[src/rtl/board_token_writer.sv]
`default_nettype none
// +----------------------------------------------------------------------+
// | board_token_writer                                                    |
// | Connect-Four board writer: gravity scan plus frame-synced commits.   |
// | Revision 1.0                                                         |
// +----------------------------------------------------------------------+
module board_token_writer #(
  parameter int ROWS = 6,
  parameter int COLS = 7
) (
  input  logic                            clk,
  input  logic                            rst,
  input  logic                            i_drop_req,
  input  logic [2:0]                      i_drop_col,
  input  logic [1:0]                      i_drop_player,
  output logic                            o_drop_ready,
  output logic                            o_drop_done,
  output logic                            o_drop_err,
  output logic [2:0]                      o_drop_row,
  input  logic                            i_clear_req,
  output logic                            o_clear_done,
  input  logic                            i_frame_sync,
  output logic [0:ROWS-1][0:COLS-1][1:0]  o_tiles,
  output logic [5:0]                      o_move_count,
  output logic                            o_board_full
);

  localparam logic [5:0] c_CELLS      = 6'(ROWS * COLS);
  localparam logic [2:0] c_ROW_BOTTOM = 3'(ROWS - 1);
  localparam logic [2:0] c_ROW_ERR    = 3'd7;

  typedef enum logic [1:0] {
    S_IDLE       = 2'd0,
    S_SCAN       = 2'd1,
    S_WAIT_FS    = 2'd2,
    S_CLEAR_WAIT = 2'd3
  } state_t;

  state_t     r_state;
  logic [2:0] r_col;
  logic [2:0] r_scan_row;
  logic [1:0] r_player;

  logic       w_accept;
  logic       w_bad_req;
  logic       w_cell_empty;
  logic [5:0] w_count_next;

  assign w_accept     = i_drop_req & o_drop_ready & ~i_clear_req;
  assign w_bad_req    = (int'(i_drop_col) >= COLS) ||
                        ((i_drop_player != 2'd1) && (i_drop_player != 2'd2));
  assign w_cell_empty = (o_tiles[r_scan_row][r_col] == 2'd0);
  assign w_count_next = (o_move_count < c_CELLS) ? o_move_count + 6'd1 : o_move_count;

  always_ff @(posedge clk) begin
    if (rst) begin
      r_state      <= S_IDLE;
      r_col        <= 3'd0;
      r_scan_row   <= 3'd0;
      r_player     <= 2'd0;
      o_drop_ready <= 1'b0;
      o_drop_done  <= 1'b0;
      o_drop_err   <= 1'b0;
      o_drop_row   <= 3'd0;
      o_clear_done <= 1'b0;
      o_tiles      <= '0;
      o_move_count <= 6'd0;
      o_board_full <= 1'b0;
    end else begin
      o_drop_done  <= 1'b0;
      o_drop_err   <= 1'b0;
      o_clear_done <= 1'b0;
      case (r_state)
        S_IDLE: begin
          o_drop_ready <= 1'b1;
          if (i_clear_req) begin
            r_state      <= S_CLEAR_WAIT;
            o_drop_ready <= 1'b0;
          end else if (w_accept) begin
            r_col    <= i_drop_col;
            r_player <= i_drop_player;
            if (w_bad_req) begin
              o_drop_err <= 1'b1;
              o_drop_row <= c_ROW_ERR;
            end else begin
              r_state      <= S_SCAN;
              r_scan_row   <= c_ROW_BOTTOM;
              o_drop_ready <= 1'b0;
            end
          end
        end
        S_SCAN: begin
          // r_scan_row doubles as the target row once an empty cell is found.
          if (w_cell_empty) begin
            r_state <= S_WAIT_FS;
          end else if (r_scan_row == 3'd0) begin
            r_state      <= S_IDLE;
            o_drop_err   <= 1'b1;
            o_drop_row   <= c_ROW_ERR;
            o_drop_ready <= 1'b1;
          end else begin
            r_scan_row <= r_scan_row - 3'd1;
          end
        end
        S_WAIT_FS: begin
          if (i_frame_sync) begin
            o_tiles[r_scan_row][r_col] <= r_player;
            o_move_count <= w_count_next;
            o_board_full <= (w_count_next == c_CELLS);
            o_drop_done  <= 1'b1;
            o_drop_row   <= r_scan_row;
            o_drop_ready <= 1'b1;
            r_state      <= S_IDLE;
          end
        end
        S_CLEAR_WAIT: begin
          if (i_frame_sync) begin
            o_tiles      <= '0;
            o_move_count <= 6'd0;
            o_board_full <= 1'b0;
            o_clear_done <= 1'b1;
            o_drop_ready <= 1'b1;
            r_state      <= S_IDLE;
          end
        end
        default: r_state <= S_IDLE;
      endcase
    end
  end

endmodule
`default_nettype wire

[config.mk]
export PLATFORM = sky130hd
export DESIGN_NAME = board_token_writer
export DESIGN_NICKNAME = d
export VERILOG_FILES = /design/src/rtl/board_token_writer.sv
export SDC_FILE = /design/constraint.sdc
export NUM_CORES = 1
export LEC_CHECK = 0
export CAP_MARGIN = 30
export CORE_ASPECT_RATIO = 1.4
export CORE_MARGIN = 2
export CORE_UTILIZATION = 55
export DETAILED_ROUTE_END_ITERATION = 12
export GPL_ROUTABILITY_DRIVEN = 0
export GPL_TIMING_DRIVEN = 0
export PLACE_DENSITY_LB_ADDON = 0.12
export SETUP_SLACK_MARGIN = 0.1
export SYNTH_ARGS = -nofsm -noshare
export SYNTH_HDL_FRONTEND = slang
export SYNTH_SLANG_ARGS = --single-unit
[constraint.sdc]
create_clock -name clk -period 4 [get_ports clk]
set_input_delay 0.8 -clock clk [delete_from_list [all_inputs] [get_ports clk]]
set_output_delay 0.8 -clock clk [all_outputs]
set_load 0.02 [all_outputs]
; ---- Word level (Yosys, flattened, before mapping)
; Index checks and enable logic that the tools add are counted.
[op_classes]
n_lt_le_gt_ge = 6
add_sub_neg = 2
n_eq_ne = 19
bitwise_logic = 7
n_reduce_logical = 19
mux = 54
[ops]
columns = op, count
row1 = $mux W84, 2
row2 = $pmux W84 S2, 1
row3 = $bwmux W84, 1
row4 = $bmux W14 S3, 1
row5 = $demux W14 S3, 1
row6 = $mux W14, 3
row7 = $mux W3, 11
row8 = $ne A2 B2 Y1 const B, 10
row9 = $mux W2, 9
row10 = $mux W6, 3
row11 = $mux W1, 13
row12 = $pmux W6 S2, 1
row13 = $ne A3 B3 Y1 const B, 3
row14 = $pmux W3 S3, 1
row15 = $reduce_and A3 Y1, 3
row16 = $ge A4 B4 Y1 const B, 2
row17 = $lt A4 B1 Y1 const B, 2
row18 = $not A3 Y4, 2
row19 = $reduce_and A7 Y1, 1
row20 = $add A6 B1 Y6 const B, 1
row21 = $bmux W2 S3, 1
row22 = $demux W2 S3, 1
row23 = $eq A6 B6 Y1 const B, 1
row24 = $lt A6 B6 Y1 const B, 1
row25 = 20 further kinds, 32
[word_totals]
in_bits = 10
output_inout_bits = 98
ff_bits = 108
elab_cells = 160

; ---- Logic depth before layout (Yosys ltp)
; Gate-level depths: netlist (run 1).
[depth]
ltp_word = 10
ltp_mapped = 11
ltp_nobuf = 9

; ---- Worst setup path before layout (run 1)
; OpenSTA, ideal clock, no wires.
[synth_timing]
kind = reg-to-reg
from = register r_scan_row[1]
to = register r_state[0]
stages_incl_launch_ff = 10
setup_slack_ns = 1.651
path_buffers = 1
period_less_slack_ns = 2.349
required_time_ns = 3.872
setup_ns = 0.128
t_arrival_ns = 2.222
cell_sequence = dfxtp_1 -> buf_6 -> mux2_1 -> a221o_1 -> nand3_2 -> nand4_2 -> nor4_4 -> o221a_2 -> mux2i_1 -> nor2_1
[synth_via]
elab_chain_len = 10
elab_cells_between_ends = 13
classes_between = eq/ne (1) / mux (8) / bitwise (1) / reduce/logical (3)
[synth_rtl]
columns = item, line
row1 = "start, declared", 41  ; logic [2:0] r_scan_row;
row2 = "start signal, assigned", 87  ; r_scan_row <= c_ROW_BOTTOM;
row3 = "start signal, assigned", 102  ; r_scan_row <= r_scan_row - 3'd1;
row4 = $not A3 Y4 (implied by the code), 52  ; assign w_cell_empty = (o_tiles[r_scan_row][r_col] == 2'd0);
row5 = $bmux W14 S3, 52
row6 = $mux W14 (implied by the code) (2 in a row), 52
row7 = $bmux W2 S3, 52
row8 = $mux W2 (implied by the code) (2 in a row), 52
row9 = $logic_not A2 Y1, 52
row10 = $ne A3 B3 Y1 (no line) / $mux W2 (equally long branches), -
row11 = $reduce_and A4 Y1 (no line) / $pmux W2 S3 (equally long branches), -
row12 = "end signal, assigned", 57  ; r_state <= S_IDLE;
row13 = "end signal, assigned", 77  ; r_state <= S_CLEAR_WAIT;
row14 = "end signal, assigned", 86  ; r_state <= S_SCAN;
row15 = "end, declared", 39  ; state_t r_state;
; Parallel ways exist; a longest one is shown, timed or not. The select of a mux whose other input is x is not followed.
; A chain may end at the register's enable or synchronous reset.

; ---- Worst setup path after layout (run 1)
; Ends and elaborated chain as after synthesis.

==> out/results.txt, run 1 <==
Post-synthesis cell type count = 61
Crit path max fanout = 10
Slew Limit Fails = 0
Seq cells post-synth = 108
Final TNS setup = 0 ns
Post-CTS setup buffers = 0
Crit path DAT = 3.30 ns
Avg WL per Cell = 20.5 um
Nets = 827
Worst EP required = 4.22 ns
Hold Crit Class = flip-flop to flip-flop
Leakage = 2.33 nW
CP Launch Type = flip-flop
Die height = 120 um
Max Clock Skew = 0.00532 ns
Vias in the first global route = 5718
Maximum root-to-sink buffer count = 2
Register clock-pin slew on the reported worst setup and hold paths = 0.07 ns
Setup WS post-layout = 0.918 ns
I/O pin total = 108
Avg Synthesized Cell Area = 7.67 um^2
Area growth syn-to-layout = 27.4%
Async SR Flop Fraction = 0%
Slew margin rel. = 49.1%
Mapped cell area = 0.00533 mm^2
Antenna Nets Post-Route = 0
Congestion Overflow GR = 0
Core footprint = 0.00946 mm^2
Fin crit period = 3.08 ns
YS warnings = 0
Outcome = complete, no violations
Starting Density = 56.3%
Initial antenna violation count = 0
Cell Pwr Density = 448 mW/mm^2
Ant diodes = 0
PostCTS Resize Cnt = 0
IO Port Bufs = 105
Via count = 5961
Setup Viol. Count Final = 0
Die ar. = 0.0105 mm^2
DRC = 0
DR pass1 iterations = 8
EDFF count, synth = 0
Worst VDD drop = 271 uV
Critical path class = flip-flop to flip-flop
Final hold viol count = 0
Post-cts hold buffer count = 0
All-Layer GR Usage = 36.9%
Fmax = 324 MHz
Routed wire length = 19000 um
CTS buffer count = 9
Max Cap Violations = 0
Mapped Nets = 711
Global-route wire length before repair = 30000 um
H-tree levels = 3
DP HPWL = 13700 um
Most common cell after layout, fill and taps aside = nor2_1
Slew @ Worst Pin = 0.745 ns
Largest net degree at the start of global routing = 17
Ys flop type = dfxtp_1
Final worst path period share = 77.1%
Mapped Cells = 694
DR vias/cell = 6.44
Clk root buf = clkbuf_16
CTS tree = done
Num rows = 42
Die Wd = 87.2 um
Fill count = 770
Sequential element share of the synthesized area = 40.6%
Clock Latency Late Sink = 0.35 ns
Share of layout cells above drive strength 1 = 4.66%
Iter 0 DRT Violations = 646
Crit. End Element = flip-flop
DP Worst Slack = 1.09 ns
RSZ-0062 raised after global routing = false
Pwr Total = 3.04 mW
Leading cell types in the layout, fill and taps excluded = nor2_1, dfxtp_1, clkdlybuf4s50_1
Sink Count = 108
-- metal layers --
layer | wire length [um] | track usage, % | vias up
li1 | - | - | 2687
met1 | 6940 | 44.8 | 2779
met2 | 9030 | 58.8 | 397
met3 | 1810 | 7.44 | 98
met4 | 1190 | 23.2 | 0
met5 | 0 | 0 | -
-- sequential cells by signal (all words and copies together), names as in the netlist --
register      cells
r_player          2
o_drop_err        1
o_tiles          84
o_drop_done       1
r_scan_row        3
r_state           2
o_drop_row        3
o_clear_done      1
o_drop_ready      1
o_move_count      6
r_col             3
o_board_full      1
-- synth_stat cells, types with 2 or more instances --
master | count | share of area, %
o31ai_1 | 2 | 0.28
inv_1 | 12 | 0.85
a211oi_1 | 3 | 0.42
nand3_1 | 17 | 1.6
mux2i_1 | 16 | 3.0
nor3_1 | 13 | 1.2
and3_1 | 3 | 0.35
o211ai_1 | 4 | 0.56
o21ai_0 | 16 | 1.5
buf_4 | 2 | 0.28
nor2_1 | 196 | 14
mux2_1 | 3 | 0.63
a221o_1 | 6 | 1.1
nor2b_1 | 7 | 0.82
o22ai_1 | 4 | 0.47
and2_1 | 10 | 1.2
buf_6 | 3 | 0.63
a32oi_1 | 4 | 0.66
dfxtp_1 | 108 | 41
nand2_1 | 61 | 4.3
a22oi_1 | 3 | 0.42
clkbuf_1 | 37 | 2.6
buf_2 | 4 | 0.38
o32ai_1 | 4 | 0.66
or2_2 | 3 | 0.35
mux2_2 | 4 | 0.85
ha_1 | 7 | 1.6
a221oi_1 | 2 | 0.33
xnor2_1 | 2 | 0.33
a21oi_1 | 17 | 1.6
nand3b_1 | 4 | 0.56
o21a_1 | 2 | 0.28
o221a_1 | 2 | 0.42
buf_1 | 3 | 0.21
nand2b_1 | 9 | 1.1
a31oi_1 | 76 | 8.9
-- logic make-up (layout without fill, tap and decap cells) --
group           after synthesis  after routing  share of synthesized area, %
simple gates                333            333                          27.2
compound gates              158            158                          19.9
flops                       108            108                          40.6
buf+inv                      61            182                          4.96
mux                          25             25                          5.40
fa+ha+maj                     7              7                          1.64
xor+xnor                      2              2                         0.329
-- stage by stage --
step	instances	hold WS [ns]	utilization (%)	area, um^2
3_5_place_dp	909	0.476	68.9	6520
5_1_grt	925	0.500	71.7	6790
6_report	925	0.490	71.7	6790
3_3_place_gp	909	0.458	68.9	6520
4_1_cts	925	0.484	71.7	6790
2_1_floorplan	694	0.479	-	5330
-- critical path, cell delays in order, from the launching register on --
cell	delay (ns)
dfxtp_1	0.57
buf_6	0.21
buf_4	0.21
mux2i_1	0.20
nor3_1	0.06
nor4_1	0.42
o22ai_1	0.21
nor4_4	0.53
o221a_2	0.31
mux2i_1	0.18
nor2_1	0.05
-- power by group --
part	internal [mW]	leakage [nW]	switching, mW
sequential	1.12	0.871	0.0332
combinational	0.355	1.33	0.690
clock	0.438	0.129	0.403
-- layout make-up --
type                    count  area, um^2  share of cell area (%)
plain buffers              49         219                    3.23
clock buffers              12         246                    3.63
clock inverters             4        25.0                   0.369
inverters                  12        45.0                   0.664
multi-input cells         525        2900                    42.7
flip-flops and latches    108        2160                    31.9
well taps                 110         138                    2.03
repair buffers            105        1050                    15.5
-- path summary, 6_finish.rpt --
| check | slack [ns] | startpoint | cells after the start | endpoint |
|---|---|---|---|---|
| worst min register to register | 0.49 | o_board_full | 2 | o_board_full |
| worst max register to register | 0.92 | r_scan_row[1] | 10 | r_state[0] |
| worst max-delay path | 0.92 | r_scan_row[1] | 10 | r_state[0] |
| worst min-delay path | 0.49 | o_board_full | 2 | o_board_full |
Note: power is estimated with default switching activity, not from simulation.
==> run 2, diff against run 1 <==
--- a/config.mk
+++ b/config.mk
@@ -8,7 +8,7 @@
 export CAP_MARGIN = 30
 export CORE_ASPECT_RATIO = 1.4
 export CORE_MARGIN = 2
-export CORE_UTILIZATION = 55
+export CORE_UTILIZATION = 52
 export DETAILED_ROUTE_END_ITERATION = 12
 export GPL_ROUTABILITY_DRIVEN = 0
 export GPL_TIMING_DRIVEN = 0
==> constraint.sdc (replaced) <==
create_clock -name clk -period 2.9 [get_ports clk]
set_input_delay 0.58 -clock clk [delete_from_list [all_inputs] [get_ports clk]]
set_output_delay 0.58 -clock clk [all_outputs]
set_load 0.02 [all_outputs]
==> out/results.txt, run 2 (synthesis results as in run 1) <==
Final worst path period share = 92.6% (+16 points)
Switch share = 36.5% (-0.55 points)
Post-cts hold buffer count = 0 (unchanged)
Final TNS setup = 0 ns (unchanged)
RSZ-0062 raised after global routing = false
Leakage = 2.34 nW (+0.61%)
Global-route wire length before repair = 28200 um (-5.9%)
IO Port Bufs = 105 (unchanged)
Hold_sp = o_board_full
Antenna Nets Post-Route = 0 (unchanged)
Congestion Overflow GR = 0 (unchanged)
Slew @ Worst Pin = 0.799 ns (+0.0547 ns)
Crit. End Element = flip-flop
WHS = 0.501 ns (+0.0112 ns)
Vias in the first global route = 5438 (-4.9%)
Largest regs = o_tiles: 84 flops, o_move_count: 6 flops
GRT busiest layer = met2
Nets = 828 (+0.12%)
Leading cell types in the layout, fill and taps excluded = nor2_1, dfxtp_1, clkdlybuf4s50_1
Register clock-pin slew on the reported worst setup and hold paths = 0.07 ns (about the same)
Inst Count DP = 934 (+2.8%)
CTS tree = done
Largest net degree at the start of global routing = 18 (+1)
Critical path class = flip-flop to flip-flop
CP Launch Type = flip-flop
Final hold viol count = 0 (unchanged)
H-tree levels = 3 (unchanged)
Maximum root-to-sink buffer count = 2 (unchanged)
CTS buffer count = 9 (unchanged)
Fmax = 372 MHz (+15%)
Die height = 124 um (+2.7%)
P_sw = 1.57 mW (+39%)
Met1 global-route usage = 41.4% (-3.5 points)
Routed wire length = 18600 um (-1.9%)
Crit path max fanout = 10 (unchanged)
Clock Latency Late Sink = 0.36 ns (about the same)
Iter 0 DRT Violations = 733 (+13%)
Share of layout cells above drive strength 1 = 5.15% (+0.48 points)
Fin crit period = 2.69 ns (-0.396 ns)
Max Cap Violations = 0 (unchanged)
Biggest register = o_tiles
Most common cell after layout, fill and taps aside = nor2_1
DR pass1 iterations = 6 (-2)
Clk root buf = clkbuf_16
Met2 GRT Util = 54.0% (-4.8 points)
Largest register FFs = 84 (unchanged)
Worst EP required = 3.11 ns (-1.11 ns)
Worst-case reg-to-reg path depth = 10 (unchanged)
DRC = 0 (unchanged)
Internal cell power = 2.73 mW (+43%)
RR Startpoint = r_scan_row[1]
Gate power share = 34.4% (about the same)
Via count = 5850 (-1.9%)
Hold Crit Class = flip-flop to flip-flop
Die ar. = 0.0111 mm^2 (+5.5%)
All-Layer GR Usage = 33.8% (-3.1 points)
Num rows = 43 (+2.4%)
Pwr Total = 4.30 mW (+42%)
Avg WL per Cell = 19.6 um (-4.5%)
Worst hold stages = 2 (unchanged)
Clock power frac = 28.7% (+1.0 points)
Setup Viol. Count Final = 0 (unchanged)
Sequential share of power = 36.9% (-1.0 points)
Sink Count = 108 (unchanged)
Non-Filler Instances = 951 (+2.8%)
Core footprint = 0.00995 mm^2 (+5.2%)
Slew Limit Fails = 0 (unchanged)
Ant diodes = 0 (unchanged)
Slew margin rel. = 46.7% (-2.4 points)
Starting Density = 53.5% (-2.8 points)
I/O pin total = 108 (unchanged)
Crit path DAT = 2.90 ns (-0.40 ns)
Outcome = complete, no violations
Worst VDD drop = 533 uV (+97%)
Cell Pwr Density = 628 mW/mm^2 (+40%)
Max Clock Skew = 0.00436 ns (-0.000959 ns)
DR vias/cell = 6.15 (-4.5%)
Met3 GRT Util = 6.03% (-1.4 points)
Area growth syn-to-layout = 28.7%
DP HPWL = 13600 um (-0.68%)
Die Wd = 89.5 um (+2.7%)
CP Launch Point = r_scan_row[1]
Initial antenna violation count = 0 (unchanged)
run 2: changes by cell type in the layout (fill, tap and decap cells not counted), sizes merged:
| cell | delta |
|---|---|
| clkinv | -2 |
| buf | +1 |
| bufinv | +1 |
| clkbuf | -1 |
| clkinvlp | +1 |
| inv | +1 |
run 2: final timing paths:
| kind | end | slack, ns |
|---|---|---|
| max | r_state[0] | 0.21 |
| min reg2reg | o_board_full | 0.50 |
| min | o_board_full | 0.50 |
| max reg2reg | r_state[0] | 0.21 |
run 2: critical path, cell delays in order, from the launching register on:
cell	delay, ns
dfxtp_1	0.44
buf_6	0.18
nand2b_1	0.31
o22ai_1	0.14
nor4_1	0.34
o22ai_1	0.17
nor4_4	0.26
buf_4	0.21
o221a_2	0.24
mux2i_1	0.19
nor2_1	0.06
run 2: per-stage QoR:
stage          worst slack [ns]  instance area [um^2]  util [%]
6_report                  0.214                  6850      68.9
5_1_grt                   0.112                  6850      68.9
4_1_cts                   0.215                  6850      68.8
3_5_place_dp             0.0915                  6550      65.8
3_3_place_gp              0.169                  6550      65.8
2_1_floorplan             0.551                  5330         -
run 2: layout make-up:
type                            instances  area [um^2]
Multi-Input combinational cell        525         2900
Fill cell                             853         3100
Sequential cell                       108         2160
Inverter                               12         45.0
Tap cell                              135          169
Buffer                                 49          221
Clock buffer                           11          233
Clock inverter                          5         61.3
Timing Repair Buffer                  106         1060
run 2: what timing repair did:
| action | 4_1_cts | 5_1_grt |
|---|---|---|
| resized for setup | 1 | 4 |
| setup buffers | 1 | 0 |
| pin swaps | 1 | 0 |
| setup endpoints to repair | 1 | 1 |
run 2: power by group through the flow:
stage | Sequential [mW] | Combinational [mW] | Clock [mW]
detailed placement | 1.62 | 1.39 | 0
CTS | 1.59 | 1.43 | 1.23
finish | 1.59 | 1.48 | 1.23
global route | 1.59 | 1.57 | 1.29
floorplan | 1.65 | 0.961 | 0
global placement | 1.62 | 1.36 | 0
run 2: per-layer routing:
metal,vias to the layer above,share of wire [%]
met4,0,5.7
li1,2680,-
met2,402,47
met3,85,9.9
met1,2683,37
met5,-,0
